**src/rtl/div_issue_arb.sv**
```systemverilog
// div_issue_arb: round-robin front end that lets two requesters share one
// iterative divider, issues one op at a time and holds the result until the
// writeback port acknowledges it.
// Optional feature macro: DIV_ZERO_FASTPATH_EN -- when defined, a zero divisor
// is resolved locally (all ones for divide, dividend for remainder) without
// occupying the divider.

`ifndef M_WIDTH
`define M_WIDTH 64
`endif
`ifndef LG_ROB_ENTRIES
`define LG_ROB_ENTRIES 5
`endif
`ifndef LG_PRF_ENTRIES
`define LG_PRF_ENTRIES 7
`endif

module div_issue_arb #(
    parameter int LG_W = 5
) (
    input  logic                       clk,
    input  logic                       reset,

    input  logic                       req0_valid,
    output logic                       req0_ready,
    input  logic [`M_WIDTH-1:0]        req0_a,
    input  logic [`M_WIDTH-1:0]        req0_b,
    input  logic [`LG_ROB_ENTRIES-1:0] req0_rob_ptr,
    input  logic [`LG_PRF_ENTRIES-1:0] req0_prf_ptr,
    input  logic                       req0_is_signed,
    input  logic                       req0_is_rem,

    input  logic                       req1_valid,
    output logic                       req1_ready,
    input  logic [`M_WIDTH-1:0]        req1_a,
    input  logic [`M_WIDTH-1:0]        req1_b,
    input  logic [`LG_ROB_ENTRIES-1:0] req1_rob_ptr,
    input  logic [`LG_PRF_ENTRIES-1:0] req1_prf_ptr,
    input  logic                       req1_is_signed,
    input  logic                       req1_is_rem,

    output logic                       div_start,
    output logic [`M_WIDTH-1:0]        div_a,
    output logic [`M_WIDTH-1:0]        div_b,
    output logic [`LG_ROB_ENTRIES-1:0] div_rob_ptr,
    output logic [`LG_PRF_ENTRIES-1:0] div_prf_ptr,
    output logic                       div_is_signed,
    output logic                       div_is_rem,

    input  logic                       div_complete,
    input  logic [`M_WIDTH-1:0]        div_y,
    input  logic [`LG_ROB_ENTRIES-1:0] div_rob_ptr_out,
    input  logic [`LG_PRF_ENTRIES-1:0] div_prf_ptr_out,

    input  logic                       flush,

    output logic                       wb_valid,
    input  logic                       wb_ack,
    output logic [`M_WIDTH-1:0]        wb_data,
    output logic [`LG_ROB_ENTRIES-1:0] wb_rob_ptr,
    output logic [`LG_PRF_ENTRIES-1:0] wb_prf_ptr,
    output logic                       wb_src
);

    localparam int W  = 1 << LG_W;
    localparam int MW = `M_WIDTH;
    localparam int RW = `LG_ROB_ENTRIES;
    localparam int PW = `LG_PRF_ENTRIES;

    typedef enum logic [2:0] {
        IDLE  = 3'd0,
        ISSUE = 3'd1,
        BUSY  = 3'd2,
        HOLD  = 3'd3,
        DRAIN = 3'd4
    } state_t;

    state_t state_reg, state_next;

    // Requester fields gathered into arrays so selection is a simple index.
    logic [1:0]    req_valid;
    logic [1:0]    req_ready;
    logic [W-1:0]  req_a      [2];
    logic [W-1:0]  req_b      [2];
    logic [RW-1:0] req_rob    [2];
    logic [PW-1:0] req_prf    [2];
    logic [1:0]    req_signed;
    logic [1:0]    req_rem;

    assign req_valid  = {req1_valid, req0_valid};
    assign req_a[0]   = req0_a[W-1:0];
    assign req_a[1]   = req1_a[W-1:0];
    assign req_b[0]   = req0_b[W-1:0];
    assign req_b[1]   = req1_b[W-1:0];
    assign req_rob[0] = req0_rob_ptr;
    assign req_rob[1] = req1_rob_ptr;
    assign req_prf[0] = req0_prf_ptr;
    assign req_prf[1] = req1_prf_ptr;
    assign req_signed = {req1_is_signed, req0_is_signed};
    assign req_rem    = {req1_is_rem, req0_is_rem};

    // Latched op and result state.
    logic          last_grant_reg;
    logic          src_reg;
    logic [W-1:0]  op_a_reg;
    logic [W-1:0]  op_b_reg;
    logic [RW-1:0] op_rob_reg;
    logic [PW-1:0] op_prf_reg;
    logic          op_signed_reg;
    logic          op_rem_reg;
    logic [MW-1:0] wb_data_reg;
    logic [RW-1:0] wb_rob_reg;
    logic [PW-1:0] wb_prf_reg;

    logic          grant_any;
    logic          grant_idx;
    logic          accept;
    logic          capture;
    logic          zero_fast;
    logic [W-1:0]  fast_result;

    // Round-robin grant: a lone requester always wins, a tie goes to the one
    // that did not win last time.
    always_comb begin
        grant_any = |req_valid;
        grant_idx = req_valid[1] & ~req_valid[0];
        if (&req_valid) begin
            grant_idx = ~last_grant_reg;
        end
    end

    // Acceptance only from IDLE, never while flushing or in reset.
    assign accept = (state_reg == IDLE) && !flush && !reset && grant_any;

    // Each requester sees ready only when it is the granted one.
    generate
        for (genvar gi = 0; gi < 2; gi++) begin : g_ready
            assign req_ready[gi] = accept && (grant_idx == 1'(gi));
        end
    endgenerate

    assign req0_ready = req_ready[0];
    assign req1_ready = req_ready[1];

`ifdef DIV_ZERO_FASTPATH_EN
    assign zero_fast = (req_b[grant_idx] == '0);
`else
    assign zero_fast = 1'b0;
`endif

    // Zero-divisor result: all ones for divide, dividend for remainder.
    assign fast_result = req_rem[grant_idx] ? req_a[grant_idx] : {W{1'b1}};

    // A flush in the completion cycle drops the result, so no capture then.
    assign capture = (state_reg == BUSY) && div_complete && !flush;

    // State register.
    always_ff @(posedge clk) begin
        if (reset) begin
            state_reg <= IDLE;
        end else begin
            state_reg <= state_next;
        end
    end

    // Next-state logic.
    always_comb begin
        state_next = state_reg;
        case (state_reg)
            IDLE: begin
                if (accept) begin
                    state_next = zero_fast ? HOLD : ISSUE;
                end
            end
            ISSUE: begin
                state_next = flush ? IDLE : BUSY;
            end
            BUSY: begin
                // If the divider finishes in the flush cycle there is nothing
                // left to drain, so return straight to IDLE.
                if (flush) begin
                    state_next = div_complete ? IDLE : DRAIN;
                end else if (div_complete) begin
                    state_next = HOLD;
                end
            end
            HOLD: begin
                if (flush || wb_ack) begin
                    state_next = IDLE;
                end
            end
            DRAIN: begin
                if (div_complete) begin
                    state_next = IDLE;
                end
            end
            default: begin
                state_next = IDLE;
            end
        endcase
    end

    // Op latch, round-robin history and writeback result registers.
    always_ff @(posedge clk) begin
        if (reset) begin
            last_grant_reg <= 1'b1;
            src_reg        <= 1'b0;
            op_a_reg       <= '0;
            op_b_reg       <= '0;
            op_rob_reg     <= '0;
            op_prf_reg     <= '0;
            op_signed_reg  <= 1'b0;
            op_rem_reg     <= 1'b0;
            wb_data_reg    <= '0;
            wb_rob_reg     <= '0;
            wb_prf_reg     <= '0;
        end else begin
            if (accept) begin
                last_grant_reg <= grant_idx;
                src_reg        <= grant_idx;
                op_a_reg       <= req_a[grant_idx];
                op_b_reg       <= req_b[grant_idx];
                op_rob_reg     <= req_rob[grant_idx];
                op_prf_reg     <= req_prf[grant_idx];
                op_signed_reg  <= req_signed[grant_idx];
                op_rem_reg     <= req_rem[grant_idx];
                if (zero_fast) begin
                    wb_data_reg <= MW'(fast_result);
                    wb_rob_reg  <= req_rob[grant_idx];
                    wb_prf_reg  <= req_prf[grant_idx];
                end
            end
            if (capture) begin
                wb_data_reg <= MW'(div_y[W-1:0]);
                wb_rob_reg  <= div_rob_ptr_out;
                wb_prf_reg  <= div_prf_ptr_out;
            end
        end
    end

    // Divider drive: start only in ISSUE, suppressed by flush or reset.
    assign div_start     = (state_reg == ISSUE) && !flush && !reset;
    assign div_a         = MW'(op_a_reg);
    assign div_b         = MW'(op_b_reg);
    assign div_rob_ptr   = op_rob_reg;
    assign div_prf_ptr   = op_prf_reg;
    assign div_is_signed = op_signed_reg;
    assign div_is_rem    = op_rem_reg;

    // Writeback port.
    assign wb_valid   = (state_reg == HOLD) && !reset;
    assign wb_data    = wb_data_reg;
    assign wb_rob_ptr = wb_rob_reg;
    assign wb_prf_ptr = wb_prf_reg;
    assign wb_src     = src_reg;

    // Operand bits above W are ignored by design.
    generate
        if (W < MW) begin : g_unused
            logic unused_hi;
            assign unused_hi = ^{req0_a[MW-1:W], req0_b[MW-1:W],
                                 req1_a[MW-1:W], req1_b[MW-1:W],
                                 div_y[MW-1:W]};
        end
    endgenerate

endmodule

```
**config.mk**
```make
export PLATFORM = sky130hd
export DESIGN_NAME = div_issue_arb
export DESIGN_NICKNAME = d
export VERILOG_FILES = /design/src/rtl/div_issue_arb.sv
export SDC_FILE = /design/constraint.sdc
export NUM_CORES = 1
export LEC_CHECK = 0
export CORE_AREA = 4 4 229 231
export CTS_BUF_LIST = sky130_fd_sc_hd__clkbuf_8 sky130_fd_sc_hd__clkbuf_16
export DETAILED_ROUTE_END_ITERATION = 16
export DIE_AREA = 0 0 233 235
export GPL_ROUTABILITY_DRIVEN = 0
export PLACE_DENSITY = 0.44
export SLEW_MARGIN = 25
export SYNTH_ARGS = -nofsm -noshare
export SYNTH_HDL_FRONTEND = slang
export SYNTH_SLANG_ARGS = --single-unit
```
**constraint.sdc**
```tcl
create_clock -name clk -period 1.6 [get_ports clk]
set_clock_uncertainty 0.2 [all_clocks]
set_input_delay 0.32 -clock clk [delete_from_list [all_inputs] [get_ports clk]]
set_output_delay 0.32 -clock clk [all_outputs]
set_load 0.005 [all_outputs]
```
==> flow_metrics.env, run 1 <==
export IMPL_status="complete, but fails checks"
export IMPL_violations="negative setup slack"
export IMPL_async_flop_share_pct=0
export IMPL_die_area_sq_um=54800
export IMPL_postSynthAreaPerCell_sq_um=7.83
export IMPL_yosysWarnings=0
export IMPL_clockPowerShare_pct=44.1
export IMPL_leakage_nw=4.61
export IMPL_drv_cap=0
export IMPL_fin_cells=1802
export IMPL_design_area_sq_um=12000
export IMPL_io_buffers=333
export IMPL_worst_ep_required_time_ns=1.08
export IMPL_clk_latency_ns=0.46
export IMPL_crit_path_end_kind="output pin"
export IMPL_synth_edff_count=0
export IMPL_clk_pin_slew_ns=0.06
export IMPL_track_usage_pct=10.2
export IMPL_power_frac_seq_pct=34.9
export IMPL_switching_share_pct=27.5
export IMPL_arrival_ns=1.45
export IMPL_utilization_pct=24.0
export IMPL_clock_path_buffers=2
export IMPL_synthMuxAreaShare_pct=0.190
export IMPL_layout_worst_path_cycle_share_pct=123
export IMPL_synthSimpleGateAreaFrac_pct=17.4
export IMPL_synth_top_family_by_area="compound AO/OA/AOI/OAI gates"
export IMPL_postPlaceCellArea_sq_um=9770
export IMPL_rows=82
export IMPL_io_pins=590
export IMPL_place_hpwl_um=18700
export IMPL_syn_inst=756
export IMPL_routed_wl_um=31600
export IMPL_placed_cells=1729
export IMPL_cts_tree="yes"
export IMPL_die_h_um=235
export IMPL_routed_via_density=3.63
export IMPL_critPathLaunchType="flop"
export IMPL_rsz0062_at_grt="yes"
export IMPL_antenna_found_initial=3
export IMPL_synth_main_ff_cell="dfxtp_1"
export IMPL_routedWlPerCell_um=17.5
export IMPL_grt_max_degree=127
export IMPL_pwr_share_comb_pct=21.0
export IMPL_fmax_ghz=0.506
export IMPL_worstPathMaxFanout=2
export IMPL_cts_root_buf="clkbuf_16"
export IMPL_clkSinkCount=127
export IMPL_hold_path_class="in -> reg"
export IMPL_start_util_pct=11.8
export IMPL_peakVddDrop_mv=0.676
export IMPL_drive_gt1_share_pct=38.1
export IMPL_switchingPower_w=0.00271
export IMPL_yosys_area_share_xor_xnor_pct=0
export IMPL_fp_coreArea_sq_um=50100
export IMPL_min_period_ns=1.97
export IMPL_gr_total_overflow=0
export IMPL_fin_ws_ns=-0.375
export IMPL_design_power_total_w=0.00986
export IMPL_drv_slew=0
export IMPL_num_vias=6541
export IMPL_synth_compound_area_share_pct=22.3
export IMPL_htree_levels=4
export IMPL_numCtsBuffers=17
export IMPL_netlist_area_sq_um=5920
export IMPL_drc=0
export IMPL_final_setup_viol_count=128
export IMPL_place_ws_ns=-1.00
export IMPL_syn2layout_area_growth_pct=103
export IMPL_first_pass_iters=4
export IMPL_p_int_w=0.00715
export IMPL_grt_pass1_wl_um=41400
export IMPL_die_w_um=233
export IMPL_synth_seq_cells=127
export IMPL_maxSlewHeadroom_pct=31.2
export IMPL_drtIter0Drc=134
export IMPL_tightest_slew_ns=1.03
export IMPL_power_density_nw_per_um2=819
export IMPL_ys_seq_area_share_pct=43.0
export IMPL_num_antenna_cells=0
export IMPL_synthAdderAreaFrac_pct=0
export IMPL_critPathKind="reg -> out"
export IMPL_ant_nets=0
export IMPL_synthDistinctLibCells=33
export IMPL_nets=1484
export IMPL_first_global_vias=6464
export IMPL_hold_violations=0
-- routing by layer --
layer | up-vias | wire length, um | track usage (%)
met1 | 3121 | 12700 | 11.8
li1 | 3089 | - | -
met4 | 6 | 641 | 3.55
met2 | 288 | 15100 | 16.3
met5 | - | 38 | 0
met3 | 37 | 3060 | 5.14
-- worst max-delay path, cell delays in order (launching register included) --
cell and delay, ns:
dfxtp_2 0.34, nor3_4 0.23, buf_6 0.13, o211ai_4 0.07, nor2_4 0.11, buf_6 0.12
-- path summary, 6_finish.rpt --
check                           slack, ns          from  cells after the start              to
worst max-delay path                -0.37  state_reg[0]                      5      req0_ready
worst min-delay path                 0.12         reset                      5          wb_src
worst max register to register      -0.28  state_reg[0]                      8  div_prf_ptr[5]
worst min register to register       0.26   wb_data[13]                      2     wb_data[13]
-- cell type report --
cell class / instances / area [sq um]
well taps: 672 / 841
multi-input cells: 569 / 3670
clock inverters: 13 / 189
repair buffers: 401 / 4260
inverters: 1 / 6.26
clock buffers: 19 / 453
fillers: 5534 / 38000
flip-flops and latches: 127 / 2620
-- per-stage QoR --
stage                     hold slack, ns  TNS (ns)
after floorplan                    0.196         0
after global placement             0.242    -79.04
after detailed placement           0.248    -82.08
after CTS                         -0.105    -24.61
after global routing              0.0972    -34.33
final                              0.118    -23.94
-- power by group through the flow --
stage                     Sequential [W]  Combinational (W)  Clock [W]
after detailed placement         0.00349            0.00172          0
after global placement           0.00348            0.00172          0
after global routing             0.00347            0.00225    0.00464
after CTS                        0.00343            0.00183    0.00455
final                            0.00345            0.00207    0.00434
after floorplan                  0.00349           0.000775          0
-- cells by family (layout without fill, tap and decap cells) --
group	after synthesis	after routing
buffers and inverters	155	434
multiplexers	1	1
flip-flops	127	127
AO/OA/AOI/OAI	209	209
other	1	96
AND/OR/NAND/NOR	263	263
-- cells in the final DEF (no fill, tap or decap), types with 4 or more instances in the layout --
cell,count
nor2_2,12
a211oi_2,42
nor2_1,57
buf_6,19
conb_1,96
buf_12,9
dfxtp_2,60
clkdlybuf4s15_1,49
clkdlybuf4s50_1,204
a21oi_4,5
buf_4,16
nand2_2,11
bufinv_16,4
clkbuf_16,30
a21oi_1,63
nand2_4,42
buf_2,35
clkinv_4,4
nand2_1,117
clkdlybuf4s15_2,27
clkbuf_2,14
buf_16,8
a21oi_2,56
clkinvlp_4,4
dfxtp_1,66
a211oi_1,36
nor2_4,13
-- cells in the mapped netlist (all sizes together), types with 32 or more instances --
cell	instances	area share, %
nor2	82	5.3
a21oi	124	10
dfxtp	127	43
nand2	171	11
a211oi	78	11
buf	122	15
clkbuf	32	2.0
-- what timing repair did --
item / 4_1_cts / 5_1_grt
gates resized for setup: 435 / 273
pin swaps: 5 / 115
cloned: 5 / 21
endpoints found under the setup margin: 239 / 173
endpoints found under the hold margin: 1 / 1
setup buffers: 7 / 9
(Power assumes the default switching activity.)
==> run 2, diff against run 1 <==
- HOLD_SLACK_MARGIN: not set -> 0.03
- SLEW_MARGIN: 25 -> not set
==> results of run 2 <==
Final layout, timing and power as in run 1 (identical DEF).
